<file path="config.mk">
export PLATFORM = sky130hd
export DESIGN_NAME = sprite_pos_ctrl_flat
export DESIGN_NICKNAME = d
export VERILOG_FILES = /design/src/rtl/sprite_pkg.sv /design/src/rtl/sprite_pos_ctrl_if.sv /design/src/rtl/sprite_pos_ctrl_vblnk_edge.sv /design/src/rtl/sprite_pos_ctrl.sv /design/src/flat_wrapper.sv
export SDC_FILE = /design/constraint.sdc
export NUM_CORES = 1
export LEC_CHECK = 0
export BUFFER_PORTS_ARGS = -buffer_cell sky130_fd_sc_hd__buf_2
export CAP_MARGIN = 20
export CORE_ASPECT_RATIO = 1.75
export CORE_MARGIN = 2
export CORE_UTILIZATION = 50
export DETAILED_ROUTE_END_ITERATION = 7
export PLACE_DENSITY = 0.76
export SYNTH_ARGS = -nofsm -noshare
export SYNTH_HDL_FRONTEND = slang
export SYNTH_SLANG_ARGS = --single-unit
</file>
<file path="constraint.sdc">
create_clock -name pclk -period 1.9 [get_ports pclk]
set_input_delay 0 -clock pclk [delete_from_list [all_inputs] [get_ports pclk]]
set_output_delay 0 -clock pclk [all_outputs]
set_load 0.01 [all_outputs]
</file>
<file path="src/rtl/sprite_pkg.sv">
// Shared constants, types and helpers for the sprite position controller and draw stage.
// Positions are unsigned 11-bit; the clamp limits keep a 64x64 sprite fully inside the active area.
package sprite_pkg;

    localparam int POS_W    = 11;
    localparam int H_ACTIVE = 800;
    localparam int V_ACTIVE = 600;
    localparam int SPR_W    = 64;
    localparam int SPR_H    = 64;

    typedef logic [POS_W-1:0] pos_t;

    localparam pos_t X_MAX = POS_W'(H_ACTIVE - SPR_W);
    localparam pos_t Y_MAX = POS_W'(V_ACTIVE - SPR_H);

    localparam logic [11:0] TRANSPARENT_COLOUR = 12'hfac;

    typedef enum logic [1:0] {
        EMPTY   = 2'd0,
        PENDING = 2'd1,
        COMMIT  = 2'd2
    } state_t;

    function automatic pos_t clamp_pos(input pos_t v, input pos_t lim);
        return (v > lim) ? lim : v;
    endfunction

    // Adds a 5-bit signed step in 12-bit signed arithmetic, saturating to [0, lim].
    function automatic pos_t sat_step(input pos_t p, input logic [4:0] v, input pos_t lim);
        logic [11:0] sum;
        sum = {1'b0, p} + {{7{v[4]}}, v};
        if (sum[11])
            return '0;
        else if (sum[10:0] > lim)
            return lim;
        else
            return sum[10:0];
    endfunction

endpackage

</file>
<file path="src/rtl/sprite_pos_ctrl_if.sv">
// Command channel from game logic: valid/ready handshake carrying a position and visibility.
interface sprite_pos_ctrl_if;
    import sprite_pkg::*;

    logic cmd_valid;
    logic cmd_ready;
    pos_t cmd_x;
    pos_t cmd_y;
    logic cmd_vis;

    modport master (output cmd_valid, output cmd_x, output cmd_y, output cmd_vis, input cmd_ready);
    modport slave  (input cmd_valid, input cmd_x, input cmd_y, input cmd_vis, output cmd_ready);

endinterface

</file>
<file path="src/rtl/sprite_pos_ctrl_vblnk_edge.sv">
// Registered rising-edge detector on vertical blanking; vb_rise is high in the first blanking cycle.
module vblnk_edge (
    input  logic clk,
    input  logic rst,
    input  logic vblnk_in,
    output logic vb_rise
);

    logic vblnk_q;

    always_ff @(posedge clk) begin
        if (rst)
            vblnk_q <= 1'b0;
        else
            vblnk_q <= vblnk_in;
    end

    assign vb_rise = vblnk_in & ~vblnk_q;

endmodule

</file>
<file path="src/rtl/sprite_pos_ctrl.sv">
// Buffers one clamped position command and commits it one cycle after the vblank rising edge.
// cmd_ready is low while a command waits; SPRITE_POS_VEL_EN adds per-frame velocity stepping.
module sprite_pos_ctrl
    import sprite_pkg::*;
#(
    parameter pos_t X_RESET = 11'd368,
    parameter pos_t Y_RESET = 11'd268
) (
    input  logic             pclk,
    input  logic             rst,
    input  logic             vblnk_in,
    sprite_pos_ctrl_if.slave cmd,
`ifdef SPRITE_POS_VEL_EN
    input  logic [4:0]       vel_x,
    input  logic [4:0]       vel_y,
`endif
    output pos_t             xpos,
    output pos_t             ypos,
    output logic             visible,
    output logic [15:0]      frame_cnt,
    output logic             commit_pulse
);

    state_t state_q, state_d;
    logic   vb_rise;
    logic   capture;
    logic   commit;
    pos_t   pend_x, pend_y;
    logic   pend_vis;

    vblnk_edge u_vblnk_edge (
        .clk      (pclk),
        .rst      (rst),
        .vblnk_in (vblnk_in),
        .vb_rise  (vb_rise)
    );

    always_ff @(posedge pclk) begin
        if (rst)
            state_q <= EMPTY;
        else
            state_q <= state_d;
    end

    // A command captured in the vb_rise cycle waits for the following edge,
    // because the commit decision only looks at PENDING.
    always_comb begin
        state_d       = state_q;
        cmd.cmd_ready = 1'b0;
        capture       = 1'b0;
        commit        = 1'b0;
        unique case (state_q)
            EMPTY: begin
                cmd.cmd_ready = 1'b1;
                if (cmd.cmd_valid) begin
                    capture = 1'b1;
                    state_d = PENDING;
                end
            end
            PENDING: begin
                if (vb_rise) begin
                    commit  = 1'b1;
                    state_d = COMMIT;
                end
            end
            COMMIT:  state_d = EMPTY;
            default: state_d = EMPTY;
        endcase
    end

    always_ff @(posedge pclk) begin
        if (rst) begin
            pend_x    <= '0;
            pend_y    <= '0;
            pend_vis  <= 1'b0;
            xpos      <= X_RESET;
            ypos      <= Y_RESET;
            visible   <= 1'b0;
            frame_cnt <= '0;
        end else begin
            if (vb_rise)
                frame_cnt <= frame_cnt + 16'd1;
            if (capture) begin
                pend_x   <= clamp_pos(cmd.cmd_x, X_MAX);
                pend_y   <= clamp_pos(cmd.cmd_y, Y_MAX);
                pend_vis <= cmd.cmd_vis;
            end
            if (commit) begin
                xpos    <= pend_x;
                ypos    <= pend_y;
                visible <= pend_vis;
            end
`ifdef SPRITE_POS_VEL_EN
            else if (vb_rise && state_q == EMPTY) begin
                xpos <= sat_step(xpos, vel_x, X_MAX);
                ypos <= sat_step(ypos, vel_y, Y_MAX);
            end
`endif
        end
    end

`ifdef SPRITE_POS_VEL_EN
    logic vel_go;

    always_ff @(posedge pclk) begin
        if (rst)
            vel_go <= 1'b0;
        else
            vel_go <= vb_rise && (state_q == EMPTY);
    end

    assign commit_pulse = (state_q == COMMIT) | vel_go;
`else
    assign commit_pulse = (state_q == COMMIT);
`endif

endmodule

</file>
<file path="src/flat_wrapper.sv">
// flat-port wrapper written by rule: the top's interface ports become plain ports
module sprite_pos_ctrl_flat import sprite_pkg::*;
#(
    parameter pos_t X_RESET = 11'd368,
    parameter pos_t Y_RESET = 11'd268
)
  (pclk, rst, vblnk_in, xpos, ypos, visible, frame_cnt, commit_pulse, cmd_cmd_valid, cmd_cmd_x, cmd_cmd_y, cmd_cmd_vis, cmd_cmd_ready);
  sprite_pos_ctrl_if cmd_i ();
  input  logic pclk;
  input  logic rst;
  input  logic vblnk_in;
  output pos_t xpos;
  output pos_t ypos;
  output logic visible;
  output logic [15:0] frame_cnt;
  output logic commit_pulse;
  input wire logic [$bits(cmd_i.cmd_valid)-1:0] cmd_cmd_valid;
  input wire logic [$bits(cmd_i.cmd_x)-1:0] cmd_cmd_x;
  input wire logic [$bits(cmd_i.cmd_y)-1:0] cmd_cmd_y;
  input wire logic [$bits(cmd_i.cmd_vis)-1:0] cmd_cmd_vis;
  output wire logic [$bits(cmd_i.cmd_ready)-1:0] cmd_cmd_ready;
  assign cmd_i.cmd_valid = cmd_cmd_valid;
  assign cmd_i.cmd_x = cmd_cmd_x;
  assign cmd_i.cmd_y = cmd_cmd_y;
  assign cmd_i.cmd_vis = cmd_cmd_vis;
  assign cmd_cmd_ready = cmd_i.cmd_ready;
  sprite_pos_ctrl #(.X_RESET(X_RESET), .Y_RESET(Y_RESET)) u_core (.pclk(pclk), .rst(rst), .vblnk_in(vblnk_in), .cmd(cmd_i), .xpos(xpos), .ypos(ypos), .visible(visible), .frame_cnt(frame_cnt), .commit_pulse(commit_pulse));
endmodule
</file>
==> results of run 1 <==
[per-stage QoR]
step	cells	area (µm²)	total power [mW]	setup WS [ps]	hold slack [ps]
after global routing	432	3330	3.40	31.0	30.3
after CTS	432	3330	3.30	161	16.8
after floorplan	288	2480	1.59	364	128
after global placement	396	2860	1.68	353	243
after detailed placement	396	2860	1.69	269	242
final	432	3330	3.28	136	22.1
[placed cells by master, fill, tap and decap left out, drive strengths merged, types with 2 or more instances in the layout]
master        n
a2111oi       2
xor2         10
nor3          5
nand3        14
bufinv        4
o22ai         3
and2          4
buf          75
dlygate4sd3  20
nand4         5
nand2        64
o21ai         3
nor2         26
nor2b         4
clkbuf       11
a21oi        31
a22o          3
inv           2
dfxtp        65
a211oi        2
and4b         2
or3           3
nand3b        8
[worst max-delay path, stage by stage, from the launching register on]
cell and delay [ps]:
dfxtp_1 350, nor2_1 140, and2_1 160, buf_4 240
nand3_1 110, dlygate4sd3_1 570, a21oi_1 130
[cells by family after synthesis]
group / share of synthesized area, %
flops: 52.6
simple gates: 26.6
mux: 0.859
compound gates: 12.1
xor+xnor: 3.89
fa+ha+maj: 0.505
buf+inv: 3.49
[layer usage]
| metal | GRT usage [%] | routed length, µm | share of wire (%) | vias to the layer above |
|---|---|---|---|---|
| met5 | 0 | 0 | 0 | - |
| met4 | 12.5 | 162 | 2.7 | 0 |
| met3 | 6.52 | 267 | 4.5 | 14 |
| met2 | 43.5 | 3330 | 56 | 64 |
| met1 | 22.2 | 2140 | 36 | 1063 |
| li1 | - | - | - | 1148 |
[Yosys cell counts]
library cell / number / area share [%]
dfxtp_1: 65 / 53
nand2_1: 64 / 9.7
a21oi_1: 31 / 6.3
nor2_1: 26 / 3.9
nand3_1: 14 / 2.8
clkbuf_1: 12 / 1.8
xor2_1: 10 / 3.5
nand3b_1: 8 / 2.4
buf_2: 6 / 1.2
nor3_1: 5 / 1.0
and2_1: 4 / 1.0
nand4_1: 4 / 1.0
nor2b_1: 4 / 1.0
a22o_1: 3 / 1.1
o21ai_0: 3 / 0.61
o22ai_1: 3 / 0.76
or3_1: 3 / 0.76
a211oi_1: 2 / 0.61
and4b_1: 2 / 0.81
inv_1: 2 / 0.30
a2111oi_0: 1 / 0.35
a2111oi_4: 1 / 1.1
a211o_1: 1 / 0.35
a31o_2: 1 / 0.35
and3_1: 1 / 0.25
and3b_1: 1 / 0.35
and4_1: 1 / 0.35
buf_1: 1 / 0.15
ha_1: 1 / 0.51
mux2_2: 1 / 0.45
mux2i_1: 1 / 0.40
nand4_2: 1 / 0.51
nor4_1: 1 / 0.25
o21bai_1: 1 / 0.30
o311ai_0: 1 / 0.35
or3b_1: 1 / 0.35
xnor2_1: 1 / 0.35
[area by class of cell]
class	instances	area (µm²)
Sequential cell	65	1300
Tap cell	52	65.1
Fill cell	390	1370
Clock buffer	11	151
Inverter	2	7.51
Timing Repair Buffer	95	596
Multi-Input combinational cell	202	1090
Clock inverter	5	125
[flip-flops by register name, summed over array words and instances (netlist names)]
register                     count
u_core.xpos                     11
u_core.pend_vis                  1
u_core.pend_x                   11
u_core.u_vblnk_edge.vblnk_q      1
u_core.ypos                     11
u_core.visible                   1
u_core.frame_cnt                16
u_core.state_q                   2
u_core.pend_y                   11
[worst paths after layout]
check | startpoint | depth (start not counted) | endpoint | slack, ps
max reg2reg | u_core.state_q[0]$_SDFFE_PP0P_ | 6 | u_core.pend_x[8]$_SDFFE_PP0P_ | 140
max | u_core.state_q[0]$_SDFFE_PP0P_ | 6 | u_core.pend_x[8]$_SDFFE_PP0P_ | 140
min | cmd_cmd_x[10] | 3 | u_core.pend_x[9]$_SDFFE_PP0P_ | 20
min reg2reg | u_core.visible$_SDFFE_PP0P_ | 2 | u_core.visible$_SDFFE_PP0P_ | 450
[power groups by stage]
| stage | Sequential [mW] | Clock, mW | Combinational [mW] |
|---|---|---|---|
| 2_1_floorplan | 1.47 | 0 | 0.127 |
| 3_3_place_gp | 1.46 | 0 | 0.218 |
| 3_5_place_dp | 1.47 | 0 | 0.222 |
| 4_1_cts | 1.44 | 1.61 | 0.254 |
| 5_1_grt | 1.44 | 1.67 | 0.284 |
| 6_report | 1.44 | 1.59 | 0.253 |
==> results by group, run 1 <==
Outcome
  – Outcome: completed

Timing
  – Final period util: between 90 and 100%
  – Top achievable clock speed: 0.567 GHz
  – Max transition margin: 67.7%
  – Slew Viols, Final: 0
  – Fin. Hold Viols: 0
  – RSZ-0062 raised after global routing: false
  – Final setup TNS: 0 ps
  – Slew @ Worst Pin: 480 ps
  – Setup violations, final: 0
  – Final Skew: 6.19 ps
  – Final critical-path required period: 1760 ps

Global route
  – First-pass GRT wire length: 10100 µm
  – Vias in the first global route: between 2000 and 2500
  – Initial antenna violation count: 0
  – Gr usage total: 23.5%
  – Pin count of the biggest net entering global routing: 25
  – Total grt overflow: 0

Floorplan
  – Cell Rows: 33
  – Io pins: 68
  – Die X-Extent: 57.2 µm
  – Core ar.: about 0.0047 mm²
  – Die Y-Extent: 97.1 µm
  – Initial Utilization: 52.6%
  – Die area: roughly 0.0056 mm²

Logic synthesis
  – Mapped Nets: 316
  – Register area share after synthesis: roughly 53%
  – Ys Warns: 0
  – Mapped Avg Cell Area: 8.60 µm²
  – Synthesized area: 0.00248 mm²
  – Syn Inst Count: 288
  – Synth Register Bits: 65
  – Number of library cell types mapped by synthesis: 37

Detailed routing
  – Routed WL: 5900 µm
  – Drt first pass iters: 4
  – Initial DRC count: 73
  – Drt drc: 0
  – Routed Antenna Nets: 0
  – Vias/cell: 5.30
  – WL/cell: 13.7 µm
  – Vias: 2289

Clock network
  – CTS tree: built
  – Clock latency on the worst-skew pair: approximately 340 ps
  – Clock sink count: 65
  – Post-CTS Setup Inserts: 0
  – Bufs on Longest Clock Path: 2
  – Clock slew at reported path FFs: 70 ps
  – H-tree depth: 3
  – Hold-fix buffers at CTS: 20
  – Post-CTS sizing: 0
  – CTS Root Cell: clkbuf_8
  – CTS Buf Count: 9

Worst setup path
  – Setup Crit Path Kind: flip-flop to flip-flop
  – CP Capture Type: flip-flop
  – WP data arrival: 2040 ps
  – Crit path max fanout: 20
  – Critical Path RT: 2180 ps
  – CP startpoint kind: flip-flop

Power and ir drop
  – Peak supply drop: around 690 µV
  – Combinational share of power: 7.7%
  – P_sw: 0.682 mW
  – Clock power share: 48.5%
  – Int Pwr: 2.60 mW
  – Switching Fraction: 20.8%
  – Leak: 1.43 nW
  – PwrDens: 983 mW/mm²
  – Power share of the sequential group: 43.8%

Final layout
  – NumNets Final: 403
  – Layout Area Growth over Synthesis: 34.7%
  – Layout cells sized above 1: 25.0%
  – Util after Layout: between 70% and 80%
  – ANT cells: 0

Worst hold path
  – Hold Crit Class: input port to flip-flop

Place
  – I/O Buffers: 67
  – GP Congestion: roughly 0.77
  – Dpl hpwl: 4080 µm

Job
  – Maxcap violations: 0
Note: power is estimated with default switching activity, not from simulation.
==> inputs of run 2 (changes only) <==
--- a/config.mk
+++ b/config.mk
@@ -5,11 +5,12 @@
 export SDC_FILE = /design/constraint.sdc
 export NUM_CORES = 1
 export LEC_CHECK = 0
-export BUFFER_PORTS_ARGS = -buffer_cell sky130_fd_sc_hd__buf_2
+export BUFFER_PORTS_ARGS = -buffer_cell sky130_fd_sc_hd__buf_4
 export CAP_MARGIN = 20
 export CORE_ASPECT_RATIO = 1.75
 export CORE_MARGIN = 2
 export CORE_UTILIZATION = 50
+export CTS_CLUSTER_DIAMETER = 100
 export DETAILED_ROUTE_END_ITERATION = 7
 export PLACE_DENSITY = 0.76
 export SYNTH_ARGS = -nofsm -noshare
==> results by group, run 2 (synthesized netlist as in run 1, its figures left out) <==
Final layout
  – Layout Area Growth over Synthesis: 40.5%
  – Multi-input combinational cell area: 0.00109 mm² (unchanged)
  – Post-Layout Inst Area: 0.00348 mm² (+4.4%)
  – Most frequent cells in the layout: 76 x buf_4, 65 x dfxtp_1, 64 x nand2_1, 31 x a21oi_1, 26 x nor2_1
  – # fillers: 362 (-7.2%)
  – NumNets Final: 406 (+0.74%)
  – Layout cells sized above 1: 24.8% (-0.20 points)
  – Largest register by flop count: u_core.frame_cnt
  – Most common cell after layout, fill and taps aside: buf_4
  – FF/Latch Area: 0.00130 mm² (unchanged)
  – ANT cells: 0 (unchanged)
  – Max reg flops: 16 (unchanged)

Timing
  – Setup violations, final: 0 (unchanged)
  – Final setup TNS: 0 ps (unchanged)
  – Fin. Hold Viols: 0 (unchanged)
  – Max transition margin: 58.2% (-9.5 points)
  – Final critical-path required period: 1800 ps (+35.8 ps)
  – Slew @ Worst Pin: 627 ps (+147 ps)
  – Final Skew: 5.62 ps (-0.563 ps)
  – Slew Viols, Final: 0 (unchanged)
  – Top achievable clock speed: 0.555 GHz (-2.0%)
  – RSZ-0062 raised after global routing: false
  – Final period util: 94.7% (+1.9 points)

Job
  – Maxcap violations: 0 (unchanged)

Worst setup path
  – Buf/Inv on CP: 2 (unchanged)
  – Delay-heaviest family, CP: buffers and inverters
  – CP startpoint kind: flip-flop
  – Worst reg2reg path depth: 6 (unchanged)
  – WP data arrival: 2070 ps (+30 ps)
  – Critical Path, Cell by Cell: nor2_1 > and2_1 > buf_4 > nand3_1 > dlygate4sd3_1 > a21oi_1
  – Crit path max fanout: 21 (+5.0%)
  – Critical Path Source: u_core.state_q[0]$_SDFFE_PP0P_
  – FF-to-FF End: u_core.pend_x[8]$_SDFFE_PP0P_
  – Setup Crit Path Kind: flip-flop to flip-flop
  – R2r setup slk: 100 ps (-40 ps)
  – CP peak stage delay: 580 ps (about the same)
  – Critical Path RT: 2170 ps (about the same)
  – CP max stage cell: dlygate4sd3_1
  – Critical R2R Launch: u_core.state_q[0]$_SDFFE_PP0P_
  – CP Capture Type: flip-flop

Place
  – I/O Buffers: 67 (unchanged)
  – DP Area: 0.00303 mm² (+6.1%)
  – GP Congestion: 0.755 (-1.4%)
  – Dpl hpwl: 3960 µm (-2.9%)

Floorplan
  – Die Y-Extent: 97.1 µm (unchanged)
  – Cell Rows: 33 (unchanged)
  – Die X-Extent: 57.2 µm (unchanged)
  – Die area: 0.00555 mm² (unchanged)
  – Io pins: 68 (unchanged)
  – Initial Utilization: 52.6% (unchanged)
  – Core ar.: 0.00471 mm² (unchanged)

Clock network
  – Clock sink count: 65 (unchanged)
  – Bufs on Longest Clock Path: 2 (unchanged)
  – CTS Root Cell: clkbuf_8
  – Clock latency on the worst-skew pair: 340 ps (about the same)
  – H-tree depth: 3 (unchanged)
  – Post-CTS sizing: 0 (unchanged)
  – CTS tree: built
  – CTS Buf Count: 9 (unchanged)
  – Clock slew at reported path FFs: 70 ps (about the same)
  – Post-CTS Setup Inserts: 0 (unchanged)

Detailed routing
  – Initial DRC count: 82 (+12%)
  – Vias: 2263 (-1.1%)
  – Routed Antenna Nets: 0 (unchanged)
  – Drt drc: 0 (unchanged)
  – WL/cell: 13.6 µm (-0.54%)
  – Drt first pass iters: 4 (unchanged)
  – Routed WL: 5910 µm (+0.15%)
  – Vias/cell: 5.20 (-1.8%)

Global route
  – Gr usage total: 23.1% (-0.34 points)
  – Vias in the first global route: 2175 (-8.0%)
  – Initial antenna violation count: 0 (unchanged)
  – First-pass GRT wire length: 10000 µm (-1.4%)
  – Total grt overflow: 0 (unchanged)
  – Pin count of the biggest net entering global routing: 64 (+160%)

Power and ir drop
  – Leak: 1.45 nW (+1.5%)
  – Peak supply drop: 722 µV (+4.6%)
  – PwrDens: 862 mW/mm² (-12%)

Outcome
  – Outcome: completed

Worst hold path
  – Hold path cells: 4 (+1)
  – Worst Hold End: u_core.pend_x[3]$_SDFFE_PP0P_
  – Hold Crit Class: input port to flip-flop
  – Hold_sp: cmd_cmd_x[10]
-- run 2: changes by cell type in the layout (fill, tap and decap cells not counted), sizes merged --
cell	previous run	this run
bufinv	4	1
clkbuf	11	15
dlygate4sd3	20	22
buf	75	76
clkinv	1	0
-- run 2: how the worst max path moves through the flow --
stage | slack, ps | endpoint | cells past startpoint
6_report | 100 | u_core.pend_x[8]$_SDFFE_PP0P_ | 6
5_1_grt | 20 | u_core.pend_x[8]$_SDFFE_PP0P_ | 6
4_1_cts | 120 | u_core.pend_x[8]$_SDFFE_PP0P_ | 6
3_5_place_dp | 270 | u_core.frame_cnt[15]$_SDFFE_PP0P_ | 4
3_3_place_gp | 350 | u_core.frame_cnt[15]$_SDFFE_PP0P_ | 4
2_1_floorplan | 360 | u_core.frame_cnt[15]$_SDFFE_PP0P_ | 5
-- run 2: worst min-delay path, delay by kind of cell --
family	cells	cell delay [ps]
compound gates	2	140
simple gates	1	100
buf+inv	1	90
-- run 2: cell type report --
class                           count  share of cell area (%)
Clock buffer                       15                    5.65
Sequential cell                    65                    37.4
Multi-Input combinational cell    202                    31.3
Inverter                            2                   0.216
Clock inverter                      1                   0.863
Timing Repair Buffer               98                    22.7
Tap cell                           52                    1.87
-- run 2: stage by stage --
| step | power, mW | hold slack, ps | std cells | utilization [%] | setup slack [ps] |
|---|---|---|---|---|---|
| 6_report | 3.00 | 36.7 | 435 | 73.9 | 99.8 |
| 4_1_cts | 3.02 | 25.0 | 435 | 73.9 | 118 |
| 3_3_place_gp | 1.71 | 232 | 397 | 64.4 | 353 |
| 3_5_place_dp | 1.71 | 231 | 397 | 64.4 | 274 |
| 5_1_grt | 3.12 | 48.7 | 435 | 73.9 | 21.3 |
| 2_1_floorplan | 1.59 | 128 | 288 | - | 364 |
-- run 2: where the power goes --
group	internal, mW	switching (mW)	total, mW
sequential	1.41	0.0275	1.43
combinational	0.145	0.140	0.285
clock	0.786	0.494	1.28
total	2.34	0.661	3.00
-- run 2: what timing repair did --
action                                 in CTS  in global routing
setup endpoints to repair                   0                  0
endpoints found under the hold margin      21                  0
hold buffers                               22                  0
-- run 2: metal layers --
| metal | track usage, % | vias to the layer above | share of wire (%) |
|---|---|---|---|
| met5 | 0 | - | 0 |
| met1 | 25.5 | 1033 | 40 |
| met2 | 39.7 | 61 | 53 |
| met3 | 7.72 | 12 | 5.5 |
| met4 | 9.30 | 0 | 1.9 |
| li1 | - | 1157 | - |
